**config.mk**
```make
export PLATFORM = sky130hd
export DESIGN_NAME = dfr_readout_flat
export DESIGN_NICKNAME = d
export VERILOG_FILES = /design/src/rtl/dfr_readout_if.sv /design/src/rtl/dfr_readout.sv /design/src/flat_wrapper.sv
export SDC_FILE = /design/constraint.sdc
export NUM_CORES = 2
export LEC_CHECK = 0
export CAP_MARGIN = 30
export CELL_PAD_IN_SITES_DETAIL_PLACEMENT = 0
export CELL_PAD_IN_SITES_GLOBAL_PLACEMENT = 1
export CORE_ASPECT_RATIO = 1.25
export CORE_MARGIN = 10
export CORE_UTILIZATION = 45
export CTS_BUF_LIST = sky130_fd_sc_hd__clkbuf_2 sky130_fd_sc_hd__clkbuf_4 sky130_fd_sc_hd__clkbuf_8
export DETAILED_ROUTE_END_ITERATION = 10
export GPL_ROUTABILITY_DRIVEN = 1
export PLACE_DENSITY_LB_ADDON = 0.2
export SLEW_MARGIN = 30
export SYNTH_ARGS = -nofsm -noshare
export SYNTH_HDL_FRONTEND = slang
export SYNTH_SLANG_ARGS = --single-unit
```
**constraint.sdc**
```tcl
create_clock -name clk -period 20.3 [get_ports clk]
set_input_delay 2.03 -clock clk [delete_from_list [all_inputs] [get_ports clk]]
set_output_delay 2.03 -clock clk [all_outputs]
set_load 0.05 [all_outputs]
```
**src/rtl/dfr_readout_if.sv**
```systemverilog
// Bundle of the readout layer's stream, weight-write and result signals.
// The host/reservoir side uses the master view, the readout uses the slave view.
interface dfr_readout_if #(
    parameter int VIRTUAL_NODES = 10,
    parameter int DATA_WIDTH    = 32
);
    localparam int ADDR_W = $clog2(VIRTUAL_NODES + 1);
    localparam int IDX_W  = $clog2(VIRTUAL_NODES);

    logic [DATA_WIDTH-1:0] din;
    logic                  din_valid;
    logic                  sync;
    logic                  w_we;
    logic [ADDR_W-1:0]     w_addr;
    logic [DATA_WIDTH-1:0] w_data;
    logic [DATA_WIDTH-1:0] dout;
    logic                  dout_valid;
    logic [IDX_W-1:0]      node_idx;

    modport master (
        output din, din_valid, sync, w_we, w_addr, w_data,
        input  dout, dout_valid, node_idx
    );

    modport slave (
        input  din, din_valid, sync, w_we, w_addr, w_data,
        output dout, dout_valid, node_idx
    );
endinterface

```
**src/rtl/dfr_readout.sv**
```systemverilog
// Delayed-feedback reservoir readout: per-node weighted sum over one frame, saturated result.
// Optional bias register enabled by defining READOUT_BIAS_EN.
module dfr_readout #(
    parameter int VIRTUAL_NODES = 10,
    parameter int DATA_WIDTH    = 32,
    parameter int FRAC_BITS     = 16
) (
    input  logic           clk,
    input  logic           rst,
    dfr_readout_if.slave   bus
);
    localparam int ADDR_W = $clog2(VIRTUAL_NODES + 1);
    localparam int IDX_W  = $clog2(VIRTUAL_NODES);
    localparam int PW     = 2 * DATA_WIDTH;
    localparam int AW     = PW + $clog2(VIRTUAL_NODES) + 1;

    localparam logic signed [AW-1:0] SAT_MAX = {{(AW-DATA_WIDTH+1){1'b0}}, {(DATA_WIDTH-1){1'b1}}};
    localparam logic signed [AW-1:0] SAT_MIN = ~SAT_MAX;

    logic signed [DATA_WIDTH-1:0] weights [VIRTUAL_NODES];
    logic        [IDX_W-1:0]      idx_eff;
    logic signed [PW-1:0]         din_x, w_x, prod_c;

    logic                         s1_valid, s1_first, s1_last;
    logic signed [PW-1:0]         s1_prod;
    logic signed [AW-1:0]         acc, acc_next;
    logic                         s2_done;
    logic signed [AW-1:0]         bias_term, sum_b, shifted;
    logic        [DATA_WIDTH-1:0] sat;

    // NOTE: the weight file is reset explicitly, so after reset every weight reads as zero.
    always_ff @(posedge clk or posedge rst) begin
        if (rst) begin
            for (int i = 0; i < VIRTUAL_NODES; i++) weights[i] <= '0;
        end else if (bus.w_we) begin
            for (int i = 0; i < VIRTUAL_NODES; i++)
                if (bus.w_addr == ADDR_W'(i)) weights[i] <= bus.w_data;
        end
    end

`ifdef READOUT_BIAS_EN
    logic signed [DATA_WIDTH-1:0] bias;

    always_ff @(posedge clk or posedge rst) begin
        if (rst)
            bias <= '0;
        else if (bus.w_we && bus.w_addr == ADDR_W'(VIRTUAL_NODES))
            bias <= bus.w_data;
    end

    assign bias_term = {{(AW-DATA_WIDTH){bias[DATA_WIDTH-1]}}, bias} <<< FRAC_BITS;
`else
    assign bias_term = '0;
`endif

    // A sync beat is node 0 of the new frame, so it must see weight 0 and restart the count.
    assign idx_eff = bus.sync ? '0 : bus.node_idx;
    assign din_x   = {{DATA_WIDTH{bus.din[DATA_WIDTH-1]}}, bus.din};
    assign w_x     = {{DATA_WIDTH{weights[idx_eff][DATA_WIDTH-1]}}, weights[idx_eff]};
    assign prod_c  = din_x * w_x;

    // NOTE: all state below uses non-blocking assignments so every stage samples pre-edge values.
    always_ff @(posedge clk or posedge rst) begin
        if (rst) begin
            bus.node_idx <= '0;
        end else if (bus.din_valid) begin
            bus.node_idx <= (idx_eff == IDX_W'(VIRTUAL_NODES - 1)) ? '0 : idx_eff + 1'b1;
        end else if (bus.sync) begin
            bus.node_idx <= '0;
        end
    end

    always_ff @(posedge clk or posedge rst) begin
        if (rst) begin
            s1_valid <= 1'b0;
            s1_first <= 1'b0;
            s1_last  <= 1'b0;
            s1_prod  <= '0;
        end else begin
            s1_valid <= bus.din_valid;
            s1_first <= bus.din_valid && (idx_eff == '0);
            s1_last  <= bus.din_valid && (idx_eff == IDX_W'(VIRTUAL_NODES - 1));
            if (bus.din_valid) s1_prod <= prod_c;
        end
    end

    assign acc_next = (s1_first ? '0 : acc) + {{(AW-PW){s1_prod[PW-1]}}, s1_prod};

    // sync drops whatever product is in flight along with the partial sum.
    always_ff @(posedge clk or posedge rst) begin
        if (rst) begin
            acc     <= '0;
            s2_done <= 1'b0;
        end else if (bus.sync) begin
            acc     <= '0;
            s2_done <= 1'b0;
        end else begin
            s2_done <= s1_valid && s1_last;
            if (s1_valid) acc <= acc_next;
        end
    end

    assign sum_b   = acc + bias_term;
    assign shifted = sum_b >>> FRAC_BITS;

    // NOTE: sat gets a default first so the combinational block cannot infer a latch.
    always_comb begin
        sat = shifted[DATA_WIDTH-1:0];
        if (shifted > SAT_MAX)
            sat = SAT_MAX[DATA_WIDTH-1:0];
        else if (shifted < SAT_MIN)
            sat = SAT_MIN[DATA_WIDTH-1:0];
    end

    always_ff @(posedge clk or posedge rst) begin
        if (rst) begin
            bus.dout       <= '0;
            bus.dout_valid <= 1'b0;
        end else begin
            bus.dout_valid <= s2_done && !bus.sync;
            if (s2_done && !bus.sync) bus.dout <= sat;
        end
    end
endmodule

```
**src/flat_wrapper.sv**
```systemverilog
// flat-port wrapper written by rule: the top's interface ports become plain ports
module dfr_readout_flat 
#(
    parameter int VIRTUAL_NODES = 10,
    parameter int DATA_WIDTH    = 32,
    parameter int FRAC_BITS     = 16
)
  (clk, rst, bus_din, bus_din_valid, bus_sync, bus_w_we, bus_w_addr, bus_w_data, bus_dout, bus_dout_valid, bus_node_idx);
  dfr_readout_if #(.VIRTUAL_NODES(VIRTUAL_NODES), .DATA_WIDTH(DATA_WIDTH)) bus_i ();
  input  logic clk;
  input  logic rst;
  input wire logic [$bits(bus_i.din)-1:0] bus_din;
  input wire logic [$bits(bus_i.din_valid)-1:0] bus_din_valid;
  input wire logic [$bits(bus_i.sync)-1:0] bus_sync;
  input wire logic [$bits(bus_i.w_we)-1:0] bus_w_we;
  input wire logic [$bits(bus_i.w_addr)-1:0] bus_w_addr;
  input wire logic [$bits(bus_i.w_data)-1:0] bus_w_data;
  output wire logic [$bits(bus_i.dout)-1:0] bus_dout;
  output wire logic [$bits(bus_i.dout_valid)-1:0] bus_dout_valid;
  output wire logic [$bits(bus_i.node_idx)-1:0] bus_node_idx;
  assign bus_i.din = bus_din;
  assign bus_i.din_valid = bus_din_valid;
  assign bus_i.sync = bus_sync;
  assign bus_i.w_we = bus_w_we;
  assign bus_i.w_addr = bus_w_addr;
  assign bus_i.w_data = bus_w_data;
  assign bus_dout = bus_i.dout;
  assign bus_dout_valid = bus_i.dout_valid;
  assign bus_node_idx = bus_i.node_idx;
  dfr_readout #(.VIRTUAL_NODES(VIRTUAL_NODES), .DATA_WIDTH(DATA_WIDTH), .FRAC_BITS(FRAC_BITS)) u_core (.clk(clk), .rst(rst), .bus(bus_i));
endmodule
```
; ---- Word level (Yosys, flattened, before mapping)
; Cells that the tools add are included.
[totals]
regBits = 494
input_bits = 73
out_inout_bits = 37
[classes]
add_sub_neg = 2
mul = 1
magnitude_cmp = 3
eq_ne = 10
mux = 12
bitwise_logic = 1
n_reduce_logical = 18
[ops]
columns = cell, count
row1 = 2-to-1 mux 69 bit, 3
row2 = binary-select mux 32 bit (select 4 bit), 1
row3 = 2-to-1 mux 32 bit, 4
row4 = adder 69 bit, 1
row5 = multiplier 32 x 32 -> 64 bit, 1
row6 = greater-than comparator 53 x 32 -> 1 bit (second input constant), 1
row7 = less-than comparator 53 x 32 -> 1 bit (second input constant), 1
row8 = AND reduction 2 bit, 10
row9 = equality test 4 x 3 -> 1 bit (second input constant), 4
row10 = equality test 4 bit (second input constant), 3
row11 = 2-to-1 mux 4 bit, 3
row12 = equality test 4 x 2 -> 1 bit (second input constant), 2
row13 = logical NOT 4 bit, 2
row14 = >= comparator 5 bit (second input constant), 1
row15 = inverter 4 -> 5 bit, 1
row16 = adder 4 x 1 -> 4 bit (second input constant), 1
row17 = equality test 4 x 1 -> 1 bit (second input constant), 1
row18 = logical AND 1 bit, 4
row19 = nonzero test 2 bit, 1
row20 = logical NOT 1 bit, 1
row21 = 2-to-1 mux 1 bit, 1

; ---- Depth between registers and ports, before layout
[logic_depth]
depth_word = 6
depth_mapped = 41
depth_no_buf = 35

; ---- Least setup slack after synthesis
; Ideal clock, no wire load.
[synth_timing]
path_kind = in2reg
start = input bus_sync
end = register u_core.s1_prod[61]
t_arrival_ns = 10.824
t_required_ns = 20.175
slack_ns = 9.351
stages = 34
n_path_buf = 4
cell_sequence = clkbuf_1 -> inv_1 -> nand2_1 -> nor2_1 -> clkbuf_1 -> clkbuf_1 -> a22oi_1 -> o21ai_1 -> clkbuf_1 -> nand2_1 -> inv_1 -> fa_1 -> fa_1 -> fa_1 -> fa_1 -> inv_1 -> fa_1 -> inv_1 -> fa_1 -> inv_1 -> fa_1 -> inv_1 -> fa_1 -> ha_1 -> a21o_1 -> a21o_1 -> a21oi_1 -> nand2_1 -> a21o_1 -> a21o_1 -> a21oi_1 -> o21ai_1 -> xor2_1 -> mux2_2
[synth_between]
elab_chain_len = 6
[synth_rtl]
columns = element, line
row1 = from (decl), flat_wrapper.sv:14  ; input wire logic [$bits(bus_i.sync)-1:0] bus_sync;
row2 = 2-to-1 mux 4 bit, -
row3 = inverter 4 -> 5 bit (not written as such), dfr_readout.sv:59  ; assign w_x = {{DATA_WIDTH{weights[idx_eff][DATA_WIDTH-1]}}, weights[idx_eff]};
row4 = binary-select mux 32 bit (select 4 bit), dfr_readout.sv:59
row5 = 2-to-1 mux 32 bit (not written as such) (2 in series), dfr_readout.sv:59
row6 = multiplier 32 x 32 -> 64 bit, dfr_readout.sv:60  ; assign prod_c = din_x * w_x;
row7 = to (signal assigned), dfr_readout.sv:83  ; if (bus.din_valid) s1_prod <= prod_c;
row8 = to (decl), dfr_readout.sv:25  ; logic signed [PW-1:0] s1_prod;
; Every way passes these cells. The select of a mux whose other input is x is not followed.
; A chain may end at the register's enable or synchronous reset.

; ---- Worst setup path in the final report
[layout_timing]
start = input bus_sync
end = register u_core.s1_prod[62]
; The elaborated chain is that of the path after synthesis.

==> impl_metrics.toml <==
[yosys]
synth-main-ff-cell = "dfrtp_1"
netlist_area_mm2 = 0.0614
synth_edf_count = 0
ys_warn_count = 0
synth_simple_gate_area_share = 0.133
post_synth_num_cell_types = 90
synthXorXnorAreaFrac = 0.0185
synth_top_family_by_area = "adder cells"
synth_commonest_cells = "1083 x fa_1, 984 x inv_1, 607 x nand2_1"
synthArstFlopShare = 1.00
synth_seq_area_share = 0.201
synth_compound_area_frac = 0.0719
yosysMostFrequentCell = "fa_1"
synth.area.mux_share = 0.0865
synth_area_per_cell_um2 = 9.95
syn_nets = 7578
yosysTopAreaCell = "fa_1"
synth_top_area_share = 0.353
netlist_instances = 6170
ys_seq_elements = 494
synth.area.top_cells = "fa_1 35%, dfrtp_1 20%, mux2_2 6.9%"
synthAdderAreaFrac = 0.404

[die]
rows = 151
die_w_um = 350
pin_count = 110
die_y_um = 433
start_util = 0.453
core_mm2 = 0.135
dieArea_mm2 = 0.152

[cts]
clkTransAtPathRegs_ns = 0.06
cts_hold_buffers = 0
clockRootBuffer = "clkbuf_8"
numCtsBuffers = 80
postCtsSetupBuffers = 0
cts_buffer_depth = 3
cts_resized = 0
htreeDepth = 3
tritoncts = "yes"
clk-insertion-delay-late_ns = 0.75
clock-sinks = 494

[critical_path]
crit_buf_inv = 9
setup.worst_path.start_class = "input pin"
critical_path.most_common_cell = "fa_1"
cp.arrival_ns = 12.68
cp-end-kind = "flip-flop"
max_stage_delay_ns = 0.73
path_max_fanout = 28
critical_path.top_delay_family = "adder cells"
r2r_slack_ns = 8.88
path_class = "input pin to flip-flop"
cp_slowest_cell = "nor2_2"
cp.required_ns = 20.88

[routing]
dr_wl_met2_mm = 94.2
antenna_left = 0
drc = 0
wl_met3_mm = 5.49
wl_met1_mm = 67.8
drt_pass1_iterations = 5
drt_iter0_drc = 2269
drt_wl_total_mm = 175
route.vias.total = 42900
drt-wirelength-per-cell_um = 22.2
dr.max_layer_used = "met5"
via_per_inst = 5.42

[sta]
tns_ns = 0
period_needed_ns = 12.10
holdWs_ns = 0.500
finClkSkew_ns = 0.0601
finalSetupViolCount = 0
fin_crit_sh = 0.596
maxSlewHeadroom = 0.378
slew_violations = 0
rsz0062_at_grt = "no"
finalHoldViolations = 0
tightest_slew_ns = 0.927
max_freq_ghz = 0.0827

[grt]
grt_start_max_net_pins = 169
grt_pass1_wl_mm = 281
grt_usage = 0.239
antenna_found_initial = 5
gr-total-overflow = 0
grt_pass1_vias = 47700

[layout]
finalInstanceArea_mm2 = 0.0661
drive_gt1_frac = 0.116
nets = 7497
area_growth_pct = 7.58

[job]
cap_violations = 0

[hold_path]
min_path_type = "flip-flop to flip-flop"

[placement]
port_buffers = 109
place.gp.congestion = 0.878
dp_hpwl_mm = 134
placed_area_mm2 = 0.0642

[status]
outcome = "finished clean"
## area by class of cell
cell class	instances	area [µm²]
fillers	12800	69400
diodes	5	12.5
flip-flops and latches	494	12400
repair buffers	215	1940
multi-input cells	4313	44100
well taps	1759	2200
clock buffers	125	1580
inverters	985	3700
clock inverters	17	176
## layout by cell type, fill, tap and decap left out, types with 22 or more instances in the layout
cell type,instances
a211oi_1,42
ha_1,252
mux2i_1,106
nor2b_1,295
buf_4,99
nand3_1,43
xor2_1,41
a22oi_1,25
and2_1,303
a21oi_1,240
o21ai_0,108
fa_1,1083
clkdlybuf4s50_1,104
nand2_1,607
mux2_2,374
clkbuf_4,22
clkbuf_8,103
xnor2_1,89
nand4_1,31
dfrtp_1,489
nor2_1,272
inv_1,982
a21o_1,64
o21bai_1,24
## registers in the layout (all words and copies together), names as in the netlist
register	flops
u_core.s2_done	1
u_core.bus.dout_valid	1
u_core.acc	69
u_core.s1_valid	1
u_core.weights	320
u_core.bus.node_idx	4
u_core.s1_last	1
u_core.s1_prod	64
u_core.s1_first	1
u_core.bus.dout	32
## per-layer routing
metal,vias to the layer above,global-route usage
met4,2,0.0962
met3,314,0.0223
li1,19100,-
met1,22600,0.278
met5,-,0
met2,864,0.446
## worst register-to-register path: cells and delay by family (launching register included)
kind                     cells  cell delay, ns
buffers and inverters        5            1.79
XOR/XNOR                     1            0.15
flip-flops                   1            0.47
adder cells (fa/ha/maj)      9            4.50
AND/OR/NAND/NOR              8            1.62
AO/OA/AOI/OAI                8            2.21
multiplexers                 2            0.56
## metrics by stage
stage | setup slack, ns | cells | utilization
after floorplan | 4.48 | 6170 | -
after global placement | 7.65 | 7760 | 0.474
after detailed placement | 7.55 | 7763 | 0.474
after CTS | 8.29 | 7905 | 0.487
after global routing | 7.64 | 7911 | 0.488
final | 8.20 | 7913 | 0.488
## cell families (layout without fill, tap and decap cells)
kind of cell	Yosys count	in the layout
multiplexers	482	482
AND/OR/NAND/NOR	1668	1668
other	0	5
XOR/XNOR	130	130
buffers and inverters	1363	1342
AO/OA/AOI/OAI	698	698
flip-flops	494	494
adder cells (fa/ha/maj)	1335	1335
## path summary, 6_finish.rpt
check | from | cells after the start | to
min in group asynchronous | rst | 2 | u_core.bus.dout[29]$_DFFE_PP0P_
worst min register to register | u_core.weights[234]$_DFFE_PP0P_ | 1 | u_core.weights[234]$_DFFE_PP0P_
worst min-delay path | u_core.weights[234]$_DFFE_PP0P_ | 1 | u_core.weights[234]$_DFFE_PP0P_
worst max register to register | u_core.bus.node_idx[1]$_DFF_PP0_ | 33 | u_core.s1_prod[62]$_DFFE_PP0P_
max in group asynchronous | rst | 6 | u_core.weights[154]$_DFFE_PP0P_
worst max-delay path | bus_sync | 35 | u_core.s1_prod[62]$_DFFE_PP0P_
Power is left out: the tool's default activity adds up to more than one toggle a clock period on the data nets, which glitch-free logic cannot reach.
